<file path="src/rtl/serial_word_loader.sv">
// -----------------------------------------------------------------------------
// serial_word_loader
//
// Assembles a WIDTH-bit word from a serial bit stream (MSB first) and presents
// it to a downstream enable register. While the word is held, en stays high
// so the downstream register keeps loading (it clears whenever en is low).
//
// Handshake: sin is taken on a rising edge only when sin_valid=1 while the
// block is in SHIFT. There is no backpressure; the producer may leave gaps of
// any length by holding sin_valid=0. Control priority is abort > start >
// sin_valid.
//
// Ports
//   clk        in   single clock, rising edge
//   rst        in   asynchronous, active-low reset
//   start      in   begin (or restart) assembling a word
//   abort      in   cancel and return to IDLE, d untouched
//   sin        in   serial data bit, MSB first
//   sin_valid  in   qualifies sin
//   d          out  last completed word (downstream register data)
//   en         out  downstream register enable, high for all of HOLD
//   busy       out  high while in SHIFT
//   done       out  one-cycle pulse in the first cycle of HOLD
//   bit_cnt    out  bits accepted so far for the current word
//   state_dbg  out  raw FSM state encoding for observation
// -----------------------------------------------------------------------------
module serial_word_loader #(
   parameter int WIDTH = 16
) (
   input  logic             clk,
   input  logic             rst,
   input  logic             start,
   input  logic             abort,
   input  logic             sin,
   input  logic             sin_valid,
   output logic [WIDTH-1:0] d,
   output logic             en,
   output logic             busy,
   output logic             done,
   output logic [4:0]       bit_cnt,
   output logic [1:0]       state_dbg
);

   typedef enum logic [1:0] {
      IDLE  = 2'b00,
      SHIFT = 2'b01,
      HOLD  = 2'b10
   } state_t;

   localparam logic [4:0] CNT_LAST = 5'(WIDTH - 1);

   state_t           state;
   state_t           state_nxt;
   logic [WIDTH-1:0] sr;
   logic [4:0]       cnt;
   logic [WIDTH-1:0] d_r;
   logic             done_r;

   // A bit is accepted only in SHIFT and only when neither control input
   // overrides it; a start on the same edge discards that bit.
   logic take_bit;
   logic last_bit;

   assign take_bit = (state == SHIFT) && !abort && !start && sin_valid;
   assign last_bit = take_bit && (cnt == CNT_LAST);

   // ---------------------------------------------------------------- state reg
   always_ff @(posedge clk or negedge rst) begin
      if (!rst) begin
         state <= IDLE;
      end else begin
         state <= state_nxt;
      end
   end

   // --------------------------------------------------------------- next state
   always_comb begin
      state_nxt = IDLE;
      if (abort) begin
         state_nxt = IDLE;
      end else begin
         case (state)
            IDLE:    state_nxt = start ? SHIFT : IDLE;
            SHIFT: begin
               if (start) begin
                  state_nxt = SHIFT;
               end else if (last_bit) begin
                  state_nxt = HOLD;
               end else begin
                  state_nxt = SHIFT;
               end
            end
            HOLD:    state_nxt = start ? SHIFT : HOLD;
            // The spare encoding recovers to IDLE on the next edge.
            default: state_nxt = IDLE;
         endcase
      end
   end

   // ------------------------------------------------------------------ outputs
   always_comb begin
      en   = 1'b0;
      busy = 1'b0;
      case (state)
         SHIFT:   busy = 1'b1;
         HOLD:    en   = 1'b1;
         default: begin
            en   = 1'b0;
            busy = 1'b0;
         end
      endcase
   end

   assign d         = d_r;
   assign done      = done_r;
   assign bit_cnt   = cnt;
   assign state_dbg = state;

   // ----------------------------------------------------------------- datapath
   // d_r is written only on the completing edge, so abort and restart never
   // disturb the word the downstream register is holding.
   always_ff @(posedge clk or negedge rst) begin
      if (!rst) begin
         sr     <= '0;
         cnt    <= '0;
         d_r    <= '0;
         done_r <= 1'b0;
      end else begin
         done_r <= 1'b0;
         if (last_bit) begin
            d_r    <= {sr[WIDTH-2:0], sin};
            done_r <= 1'b1;
            sr     <= '0;
            cnt    <= '0;
         end else if (take_bit) begin
            sr  <= {sr[WIDTH-2:0], sin};
            cnt <= cnt + 5'd1;
         end else if (abort || start || (state != SHIFT)) begin
            // Any abort, any (re)start and every non-SHIFT state leave the
            // partial word empty.
            sr  <= '0;
            cnt <= '0;
         end
      end
   end

endmodule

</file>
<file path="config.mk">
export PLATFORM = sky130hd
export DESIGN_NAME = serial_word_loader
export DESIGN_NICKNAME = d
export VERILOG_FILES = /design/src/rtl/serial_word_loader.sv
export SDC_FILE = /design/constraint.sdc
export NUM_CORES = 1
export LEC_CHECK = 0
export CORE_UTILIZATION = 45
export DETAILED_ROUTE_END_ITERATION = 8
export PLACE_DENSITY = 0.74
export SYNTH_ARGS = -nofsm -noshare
export SYNTH_HDL_FRONTEND = slang
export SYNTH_SLANG_ARGS = --single-unit
</file>
<file path="constraint.sdc">
create_clock -name clk -period 1.8 [get_ports clk]
set_input_delay 0.54 -clock clk [delete_from_list [all_inputs] [get_ports clk]]
set_output_delay 0.54 -clock clk [all_outputs]
set_load 0.02 [all_outputs]
</file>
Word level (Yosys, flattened, before mapping)

Index checks and enable logic that the tools add are counted.

Output and inout port bits: 26
Bits in registers: 39
Word-level logic and storage cells: 35

Reduce and logical (&&, ||, !) cells: 10
Equal/unequal tests: 4
$add $sub $neg: 1
Mux-type cells: 15

Operators by type and width:

| kind                  | count |
|---|---|
| $mux W15              | 3 |
| $mux W5               | 3 |
| $mux W2               | 4 |
| $pmux W2 S3           | 1 |
| $add A5 B1 Y5 const B | 1 |
| $eq A5 B4 Y1 const B  | 1 |
| $logic_and A1 B1 Y1   | 4 |
| $mux W1               | 4 |
| $reduce_bool A3 Y1    | 1 |
| $eq A2 B1 Y1 const B  | 1 |
| $eq A2 B2 Y1 const B  | 1 |
| $logic_not A1 Y1      | 2 |
| $logic_not A2 Y1      | 1 |
| $logic_or A1 B1 Y1    | 2 |
| $ne A2 B1 Y1 const B  | 1 |

Longest topological paths before layout

Gate-level depths: netlist of run 1.

Word-level depth: 9
Gate-level depth with buffers: 7

Worst setup path after synthesis of run 1

OpenSTA, ideal clock, no wires.

Path type: input-to-reg
From: in abort
To: reg d_r[0], in the netlist d[0]
Arrival time: 1.855 ns
Buffers on the path: 2
Slack: -0.180 ns
Library setup time: 0.125 ns
Stages on the path: 5
Data required time: 1.675 ns
Path through: or4b_1 buf_6 nor2_8 buf_12 mux2_4

Word-level cells in the longest chain between the ends: 5

RTL lines:

| element                           | RTL line | RTL |
|---|---|---|
| start, declared                   | 33       | `input logic abort,` |
| $logic_not A1 Y1                  | 64       | `assign take_bit = (state == SHIFT) && !abort && !start && sin_valid;` |
| $logic_and A1 B1 Y1 (3 in series) | 64       |  |
| $logic_and A1 B1 Y1               | 65       | `assign last_bit = take_bit && (cnt == CNT_LAST);` |
| via last_bit                      | 62       | `logic last_bit;` |
| end signal, assigned              | 131      | `d_r <= {sr[WIDTH-2:0], sin};` |
| end, declared                     | 56       | `logic [WIDTH-1:0] d_r;` |

The timed path passes the listed nets, and every way through them passes these cells.
A chain may end at the register's enable or synchronous reset.

Worst setup path in the final report of run 1

From: in abort
To: reg d_r[12], in the netlist d[12]

Word-level cells in the longest chain between the ends: 5

RTL lines:

| element                           | RTL line |
|---|---|
| $logic_not A1 Y1                  | 64 |
| $logic_and A1 B1 Y1 (3 in series) | 64 |
| $logic_and A1 B1 Y1               | 65 |

No other way between the ends.

==> impl_summary.txt, run 1 <==
----------------------------------------------------
[Status]
  Result of the run ... finished with violations
  Violated checks ... negative setup slack

[Global route]
  Largest net degree at the start of global routing ... 40
  Antenna violations before repair ... 0
  Wire length of the first global-routing pass ... approximately 5.0 mm
  All-layer global routing usage ... 0.188
  Vias in the first global route ... ~1100
  Overflow left after global routing ... 0

[Timing]
  Number of failing setup endpoints in the final timing report ... 1
  Layout Skew ... a little under 0.004 ns
  Slew Limit Headroom ... 0.683
  Final critical delay including setup and external delays ... about 1.8 ns
  Worst-margin pin slew ... ~0.48 ns
  Min Hold Slack ... ~0.22 ns
  Share of the cycle needed by the critical path after routing ... 1.00
  Final hold violation count ... 0
  Worst-case setup margin in the final layout ... -0.000509 ns
  Fmax achieved ... 555 MHz
  Setup repair after global routing missed its margin ... false
  Number of pins exceeding their max-slew limit in the final report ... 0

[Route]
  Antenna-violating nets left ... 0
  DRT iter0 DRCs ... 30
  Final routed wire length divided by cell count ... roughly 15 um
  Post-DR vias/cell ... slightly above 5
  Vias after detailed routing ... between 1000 and 1500
  Detailed-route wire length ... between 2 and 3 mm
  Remaining routing DRC violations ... 0
  Number of search-and-repair iterations in the first detailed-routing pass ... 4

[Synth]
  Post-synthesis async set-or-reset flop share ... 1.00
  Leading post-synthesis cells by instance count ... sky130_fd_sc_hd__dfrtp_1, sky130_fd_sc_hd__a22o_1, sky130_fd_sc_hd__mux2_2
  Register bit total from synthesis ... 39
  Average cell area after synthesis ... around 15 um2
  Sequential-to-total area share from yosys stat ... 0.613
  Cell taking the most area after synthesis ... sky130_fd_sc_hd__dfrtp_1
  Top cells by area in the synthesized netlist ... sky130_fd_sc_hd__dfrtp_1, sky130_fd_sc_hd__a22o_1, sky130_fd_sc_hd__mux2_2
  Top FF cell, synth ... sky130_fd_sc_hd__dfrtp_1
  Yosys Warn Count ... 0
  Cells after Synth ... about 110
  Number of distinct library cells after synthesis ... 25
  Most frequently used cell type in the post-synthesis netlist ... sky130_fd_sc_hd__dfrtp_1
  Post-synth top area share ... 0.613
  Synthesized cell area ... about 0.0016 mm2
  Post-Synthesis Net Count ... 113
  Number of enable flip-flop cells after synthesis ... 0

[Die]
  Floorplan row count ... 21
  Die area ... around 0.0038 mm2
  Die height ... roughly 61 um
  Initial Utilization ... 0.474
  Horiz. Die Dim ... just over 60 um
  Floorplan Core Area ... between 0.003 and 0.004 mm2
  Total I/O pin count ... 32

[Pwr]
  Leak Pwr ... between 1 and 1.5 nW
  Power Dens Cells ... around 640 mW/mm2
  Maximum vdd drop ... 0.000484 V
  Total power of the final layout ... between 1 and 1.5 mW

[Setup path]
  Setup slack of the most critical reg-to-reg path ... ~0.07 ns
  Critical path launch point ... abort
  Depth of the worst register-to-register path ... 8
  Critical path destination ... d[12]
  Worst setup EP type ... register
  Startpoint Class ... primary input
  Data arrival, critical path ... between 2 and 2.5 ns
  Crit Path Category ... in -> reg
  CP Max Fanout ... 5
  Worst r2r dst ... d[12]
  Required time at the worst-slack endpoint ... 2.03 ns
  Launch point of the worst reg-to-reg path ... bit_cnt[1]

[Clocking]
  Buffer depth of the longest clock path ... 2
  CTS Root Cell ... sky130_fd_sc_hd__clkbuf_4
  CTS tree ... done
  H-tree levels ... 2
  Clock buffers created by TritonCTS ... 5
  Clock transition at path regs ... ~0.11 ns
  Num Clock Sinks ... 39
  Clock Latency Late Sink ... about 0.33 ns

[Min path]
  Hold WC Path Type ... in -> async

[Flow run]
  Number of max-cap violations ... 0

[Placement]
  Routability cong. ... 0.788
  Estimated wirelength of the detail-placed design ... between 1.5 and 2 mm
  Count of input and output buffers ... 31

[Layout]
  Number of nets in the layout ... ~170
  Layout overhead on the synthesized area ... 38.9%
  Diode insertion count for antenna repair ... 0
  Ratio of cells with drive above 1 in the final layout ... 0.350
  Layout filler cell count ... roughly 270

----------------------------------------------------
## metal layers
metal | track usage | wire (um)
met1 | 0.258 | 1390
met2 | 0.284 | 1480
met3 | 0.0567 | 91
met4 | 0.0667 | 25
met5 | 0 | 0
## cell type report
type                       count  area [um2]  share of cell area
inverter                       2        7.51             0.00339
multi-input combinational     60         633               0.286
clock inverter                 1        5.00             0.00226
timing repair buffer          49         482               0.218
sequential                    39         976               0.441
tap                           46        57.6              0.0260
clock buffer                   6        51.3              0.0232
## per-stage QoR
stage / instance area, um2 / setup TNS (ns) / std cells / util / setup WS, ns
2_1_floorplan: 1600 / -1.38 / 105 / - / -0.141
3_3_place_gp: 2070 / -15.84 / 192 / 0.615 / -0.473
3_5_place_dp: 2070 / -16.45 / 192 / 0.615 / -0.502
4_1_cts: 2160 / -0.111 / 202 / 0.644 / -0.0252
5_1_grt: 2210 / 0 / 203 / 0.658 / 0.00466
6_report: 2210 / -0.000509 / 203 / 0.658 / -0.000509
## kinds of logic after synthesis
kind of cell,share of synthesized area
flops,0.613
compound gates,0.117
simple gates,0.0840
mux,0.137
buf+inv,0.0338
fa+ha+maj,0.0157
## where the power goes
group          switching (mW)  internal, mW  leakage [nW]
Sequential            0.00286         0.878         0.544
Clock                   0.274         0.181        0.0341
Combinational          0.0448        0.0306         0.603
Total                   0.322          1.09          1.18
## worst max-delay path, stage by stage
cell and delay [ns]:
sky130_fd_sc_hd__dlygate4sd2_1 0.24, sky130_fd_sc_hd__or4b_4 0.58, sky130_fd_sc_hd__nor2_8 0.14, sky130_fd_sc_hd__buf_6 0.11
sky130_fd_sc_hd__buf_12 0.11, sky130_fd_sc_hd__mux2_4 0.30
## sequential cells by signal (all words and copies together) (netlist names)
| register | flops |
|---|---|
| d | 16 |
| sr | 15 |
| bit_cnt | 5 |
| state_dbg | 2 |
| done | 1 |
## layout by cell type, fill, tap and decap left out, types with 3 or more instances in the layout
cell                            netlist  routed
sky130_fd_sc_hd__dlygate4sd2_1        0      26
sky130_fd_sc_hd__nand2b_1             3       3
sky130_fd_sc_hd__clkbuf_4             0       5
sky130_fd_sc_hd__mux2_4               7      16
sky130_fd_sc_hd__dfrtp_1             39      39
sky130_fd_sc_hd__buf_4                2      11
sky130_fd_sc_hd__a22o_1              16      16
sky130_fd_sc_hd__nor3_1               3       3
sky130_fd_sc_hd__buf_12               1       4
## timing repair
action                     CTS  global route
gates cloned                 1             0
pin swaps                    3             4
gates resized for setup     41            12
setup endpoints to repair   61            19
hold buffers                 0             0
buffers inserted             3             1
## how the worst min path moves through the flow
stage            from         end  slack, ns  depth (start not counted)
6_report          rst        d[8]       0.22                          2
5_1_grt           rst       sr[7]       0.26                          2
4_1_cts           rst       sr[7]       0.24                          2
3_5_place_dp     d[0]        d[0]       0.50                          1
3_3_place_gp   sr[14]      sr[14]       0.49                          1
2_1_floorplan     rst  bit_cnt[0]       0.24                          0
Power figures use the tool's default switching activity.
==> run 2: changes to the inputs <==
- CORE_UTILIZATION: 45 -> 54
- PLACE_DENSITY: 0.74 -> 0.83
- clock period: 1.8 -> 2.2 ns (I/O delays scaled with it)
==> run 2 against run 1 <==
Net effect: the flow now finishes without violations; sequential power is 18% lower; largest cell class unchanged; final area decreased by 6.6%; combinational power shrank 20%; routed wire length down 3.4%; setup slack better by 0.040 ns; hold slack improved by 0.13 ns; sequential cell count unchanged; clock skew is 0.0041 ns higher; critical endpoint is now d[5].
==> impl_summary.txt, run 2 (synthesis results as in run 1) <==
----------------------------------------------------
[Setup path]
  Setup slack of the most critical reg-to-reg path ... roughly 0.3 ns
  CP Max Fanout ... 9
  Startpoint Class ... primary input
  Depth of the worst register-to-register path ... 7
  Launch point of the worst reg-to-reg path ... bit_cnt[0]
  Worst setup EP type ... register
  Critical path destination ... d[5]
  Critical path launch point ... abort
  Required time at the worst-slack endpoint ... 2.43 ns
  Data arrival, critical path ... 2.39 ns
  Crit Path Category ... in -> reg
  Worst r2r dst ... d[5]

[Timing]
  Final hold violation count ... 0
  Number of pins exceeding their max-slew limit in the final report ... 0
  Worst-case setup margin in the final layout ... between 0.03 and 0.04 ns
  Fmax achieved ... around 460 MHz
  Slew Limit Headroom ... 0.680
  Worst-margin pin slew ... ~0.48 ns
  Setup repair after global routing missed its margin ... false
  Number of failing setup endpoints in the final timing report ... 0
  Layout Skew ... roughly 0.0081 ns
  Final critical delay including setup and external delays ... between 2 and 2.5 ns
  Min Hold Slack ... about 0.36 ns
  Share of the cycle needed by the critical path after routing ... 0.982

[Placement]
  Routability cong. ... 0.737
  Count of input and output buffers ... 31
  Placement-stage worst setup slack ... -0.325 ns
  Number of cells in the design after placement ... ~170
  Estimated wirelength of the detail-placed design ... 2.01 mm

[Die]
  Total I/O pin count ... 32
  Die area ... around 0.0032 mm2
  Floorplan Core Area ... roughly 0.0028 mm2
  Floorplan row count ... 19
  Die height ... ~56 um
  Horiz. Die Dim ... around 56 um
  Initial Utilization ... 0.573

[Pwr]
  Total power of the final layout ... around 1.1 mW
  Power Dens Cells ... roughly 540 mW/mm2
  Maximum vdd drop ... 0.000576 V
  Leak Pwr ... approximately 1.0 nW

[Clocking]
  Clock transition at path regs ... 0.11 ns
  Num Clock Sinks ... 39
  CTS Root Cell ... sky130_fd_sc_hd__clkbuf_4
  Buffer depth of the longest clock path ... 2
  Clock Latency Late Sink ... 0.34 ns
  H-tree levels ... 2
  Clock buffers created by TritonCTS ... 5
  CTS tree ... done
  CTS hold repair buffers ... 0

[Route]
  Vias after detailed routing ... a little over 1000
  Post-DR vias/cell ... roughly 5.7
  Antenna-violating nets left ... 0
  DRT iter0 DRCs ... 16
  Number of search-and-repair iterations in the first detailed-routing pass ... 4
  Final routed wire length divided by cell count ... about 16 um
  Detailed-route wire length ... ~2.9 mm
  Remaining routing DRC violations ... 0

[Global route]
  Antenna violations before repair ... 0
  Vias in the first global route ... 1030
  Wire length of the first global-routing pass ... 4.94 mm
  Largest net degree at the start of global routing ... 40
  Overflow left after global routing ... 0
  All-layer global routing usage ... 0.214

[Layout]
  Ratio of cells with drive above 1 in the final layout ... 0.255
  Non-filler cells in the finished layout ... 180
  Number of nets in the layout ... between 150 and 200
  Final Core Density ... 0.743
  Most common cell after layout, fill and taps aside ... sky130_fd_sc_hd__dfrtp_1
  Layout overhead on the synthesized area ... 29.7%
  Diode insertion count for antenna repair ... 0
  Flip-flop count of the largest register, all copies and words added ... 16
  Top library cells by usage in the layout, fill and taps aside ... sky130_fd_sc_hd__dfrtp_1, sky130_fd_sc_hd__clkdlybuf4s50_1, sky130_fd_sc_hd__a22o_1

[Flow run]
  Number of max-cap violations ... 0

[Min path]
  Hold WC Path Type ... in -> async

[Status]
  Result of the run ... completed

----------------------------------------------------
-- run 2: cell types whose count changed in the layout (fill, tap and decap cells not counted), sizes merged --
cell,before,now
clkinvlp,0,1
clkdlybuf4s50,2,28
dlygate4sd2,26,2
clkinv,1,0
clkdlybuf4s15,1,0
clkbuf,6,5
buf,20,12
-- run 2: worst max-delay path: stages --
cell and delay, ns:
sky130_fd_sc_hd__clkdlybuf4s50_1 0.42, sky130_fd_sc_hd__or4b_1 0.64, sky130_fd_sc_hd__nor2_8 0.19, sky130_fd_sc_hd__buf_12 0.14, sky130_fd_sc_hd__mux2_2 0.33
-- run 2: worst min-delay path by stage --
| stage | start | to | slack, ns |
|---|---|---|---|
| final | rst | bit_cnt[2] | 0.36 |
| after global routing | rst | bit_cnt[0] | 0.38 |
| after CTS | rst | bit_cnt[2] | 0.35 |
| after detailed placement | d[2] | d[2] | 0.50 |
| after global placement | bit_cnt[4] | bit_cnt[4] | 0.49 |
| after floorplan | rst | bit_cnt[0] | 0.36 |
-- run 2: what timing repair did --
| item | 4_1_cts | 5_1_grt |
|---|---|---|
| setup buffers | 0 | 0 |
| endpoints found under the setup margin | 2 | 0 |
| endpoints found under the hold margin | 0 | 0 |
| gates resized for setup | 2 | 0 |
-- run 2: final cells by class --
type | count | area (um2)
clock buffers | 5 | 37.5
fillers | 192 | 716
multi-input cells | 60 | 563
well taps | 31 | 38.8
clock inverters | 1 | 7.51
inverters | 2 | 7.51
flip-flops and latches | 39 | 976
repair buffers | 42 | 435
-- run 2: power breakdown --
| group | internal (mW) | total, mW | switching (mW) |
|---|---|---|---|
| Combinational | 0.0250 | 0.0601 | 0.0351 |
| Clock | 0.112 | 0.328 | 0.216 |
| Sequential | 0.719 | 0.721 | 0.00250 |
-- run 2: per-layer routing --
metal	share of wire	track usage
met4	0.028	0.115
met5	0	0
met1	0.45	0.289
met2	0.48	0.301
met3	0.047	0.0829
-- run 2: per-stage QoR --
stage          instance area (um2)  TNS, ns
2_1_floorplan                 1590        0
3_3_place_gp                  2020    -8.66
3_5_place_dp                  2020    -9.55
4_1_cts                       2070        0
5_1_grt                       2070        0
6_report                      2070        0
==> run 3: changes to the inputs <==
- SLEW_MARGIN: unset -> 40
==> results of run 3 <==
The final DEF is identical to that of run 2; final timing and power are the same.
==> variant (flow settings as in run 1) <==
Make the reset (`rst`) synchronous in 2 clocked blocks. Comments in the files are not updated.
--- a/src/rtl/serial_word_loader.sv
+++ b/src/rtl/serial_word_loader.sv
@@ -65,7 +65,7 @@
    assign last_bit = take_bit && (cnt == CNT_LAST);
 
    // ---------------------------------------------------------------- state reg
-   always_ff @(posedge clk or negedge rst) begin
+   always_ff @(posedge clk) begin
       if (!rst) begin
          state <= IDLE;
       end else begin
@@ -119,7 +119,7 @@
    // ----------------------------------------------------------------- datapath
    // d_r is written only on the completing edge, so abort and restart never
    // disturb the word the downstream register is holding.
-   always_ff @(posedge clk or negedge rst) begin
+   always_ff @(posedge clk) begin
       if (!rst) begin
          sr     <= '0;
          cnt    <= '0;
Formal check against the unedited RTL: differs if rst is asserted again (counterexample within 4 cycles, from zero or initial values and one cycle with rst low); with rst held inactive, the same outputs for 10 cycles.
==> variant against run 1 <==
- power grew 9.0%
- setup slack gained 35 ps
- sequential cell count is the same
- synthesized cell count grew 74%
- combinational power grew 28%
- fmax grew 2.0%
- sequential share of layout area shrank 9.5 points
- routed wire length grew 19%
- critical path depth shrank 5
- synthesized area grew 5.4%
- design area grew 2.1%
- critical path type is now flop to output port
==> variant: results (changes against run 1) <==
[run_status]
outcome=complete, no violations  ; was finished, violations left

[global_routing]
grt_start_max_net_pins=35  ; was 40
first_pass_grt_wire_length_um=6070  ; was 4980 µm
globalRouteTotalUtil_pct=19.5  ; was 18.8%

[placement]
dp_hpwl_um=2450  ; was 1870 µm
globalplace.congestion=0.750  ; was 0.788
place_ws_ps=-424  ; was -502 ps

[setup_path]
r2r-end=d[7]  ; was d[12]
cp_slowest_cell=clkdlybuf4s50_1  ; was or4b_4
critPathMaxStageDelay_ps=610  ; was 580 ps
worst_r2r_path_depth=6  ; was 8
crit-reg2reg-launch=state_dbg[1]  ; was bit_cnt[1]
crit_path_max_fanout=2  ; was 5

[yosys]
proportion_of_synthesized_flip_flops_having_asynchronous_set_or_reset_pct=0  ; was 100%
syn-num-nets=191  ; was 113

[power]
power.ir.vdd_worst_uv=358  ; was 484 µV
power_frac_seq_pct=56.3  ; was 62.4%
p_leak_nw=0.976  ; was 1.18 nW
p_sw_share_pct=21.4  ; was 22.8%

[cts]
insertion_delay_ps=280  ; was 330 ps
postCtsSetupBuffers=0  ; was 3
cts.root.buffer_cell=clkbuf_8  ; was clkbuf_4

[route]
first_iter_violations=73  ; was 30
via_density=5.19  ; was 5.16

[layout]
layout_cells_sized_above_1_pct=13.5  ; was 35.0%
num-fill-cells=291  ; was 268
fin_nets=230  ; was 165

[sta]
fmax_mhz=566  ; was 555 MHz

[variant: cell count changes after synthesis, sizes merged, moves of 17 or more]
cell    before  now
dfxtp        0   39
nand3        0   17
dfrtp       39    0
nand3b       1   18
nand2        1   34
[variant: per-stage QoR]
| step | total power [mW] | std cells |
|---|---|---|
| finish | 1.54 | 268 |
| global placement | 0.981 | 261 |
| global route | 1.60 | 268 |
| floorplan | 0.933 | 183 |
| detailed placement | 0.983 | 261 |
| CTS | 1.56 | 268 |
[variant: logic make-up after synthesis]
kind of cell / count (synthesis) / share of synthesized area [%]
and+or+nand+nor: 85 / 28.1
muxes: 17 / 10.2
AOI/OAI and AO/OA: 24 / 8.42
buffers and inverters: 16 / 5.29
adders and majority gates: 2 / 1.49
DFF: 39 / 46.5
[variant: routing by layer]
layer	routed length, µm	vias to the layer above	GRT usage (%)
li1	-	708	-
met1	1700	654	25.3
met2	1660	24	30.1
met3	116	5	4.53
met4	70	0	9.59
met5	0	-	0
[variant: worst min path at each step]
stage | from | end | slack, ps | cells past startpoint
after floorplan | sr[14] | d[15] | 440 | 2
after global placement | d[7] | d[7] | 440 | 2
after detailed placement | d[15] | d[15] | 450 | 2
after CTS | d[10] | d[10] | 460 | 2
after global routing | d[8] | d[8] | 490 | 2
final | d[10] | d[10] | 460 | 2
[variant: area by class of cell]
class	count	area, µm²	area share [%]
clock buffer	6	82.6	3.65
clock inverter	1	5.00	0.221
inverter	2	7.51	0.332
multi-input combinational	128	825	36.5
sequential	39	783	34.7
tap	46	57.6	2.55
timing repair buffer	46	499	22.1
[variant: repair_timing]
action                                  in CTS  in global routing
resized for setup                           13                 11
endpoints found under the setup margin      44                 22
hold buffers                                 0                  0
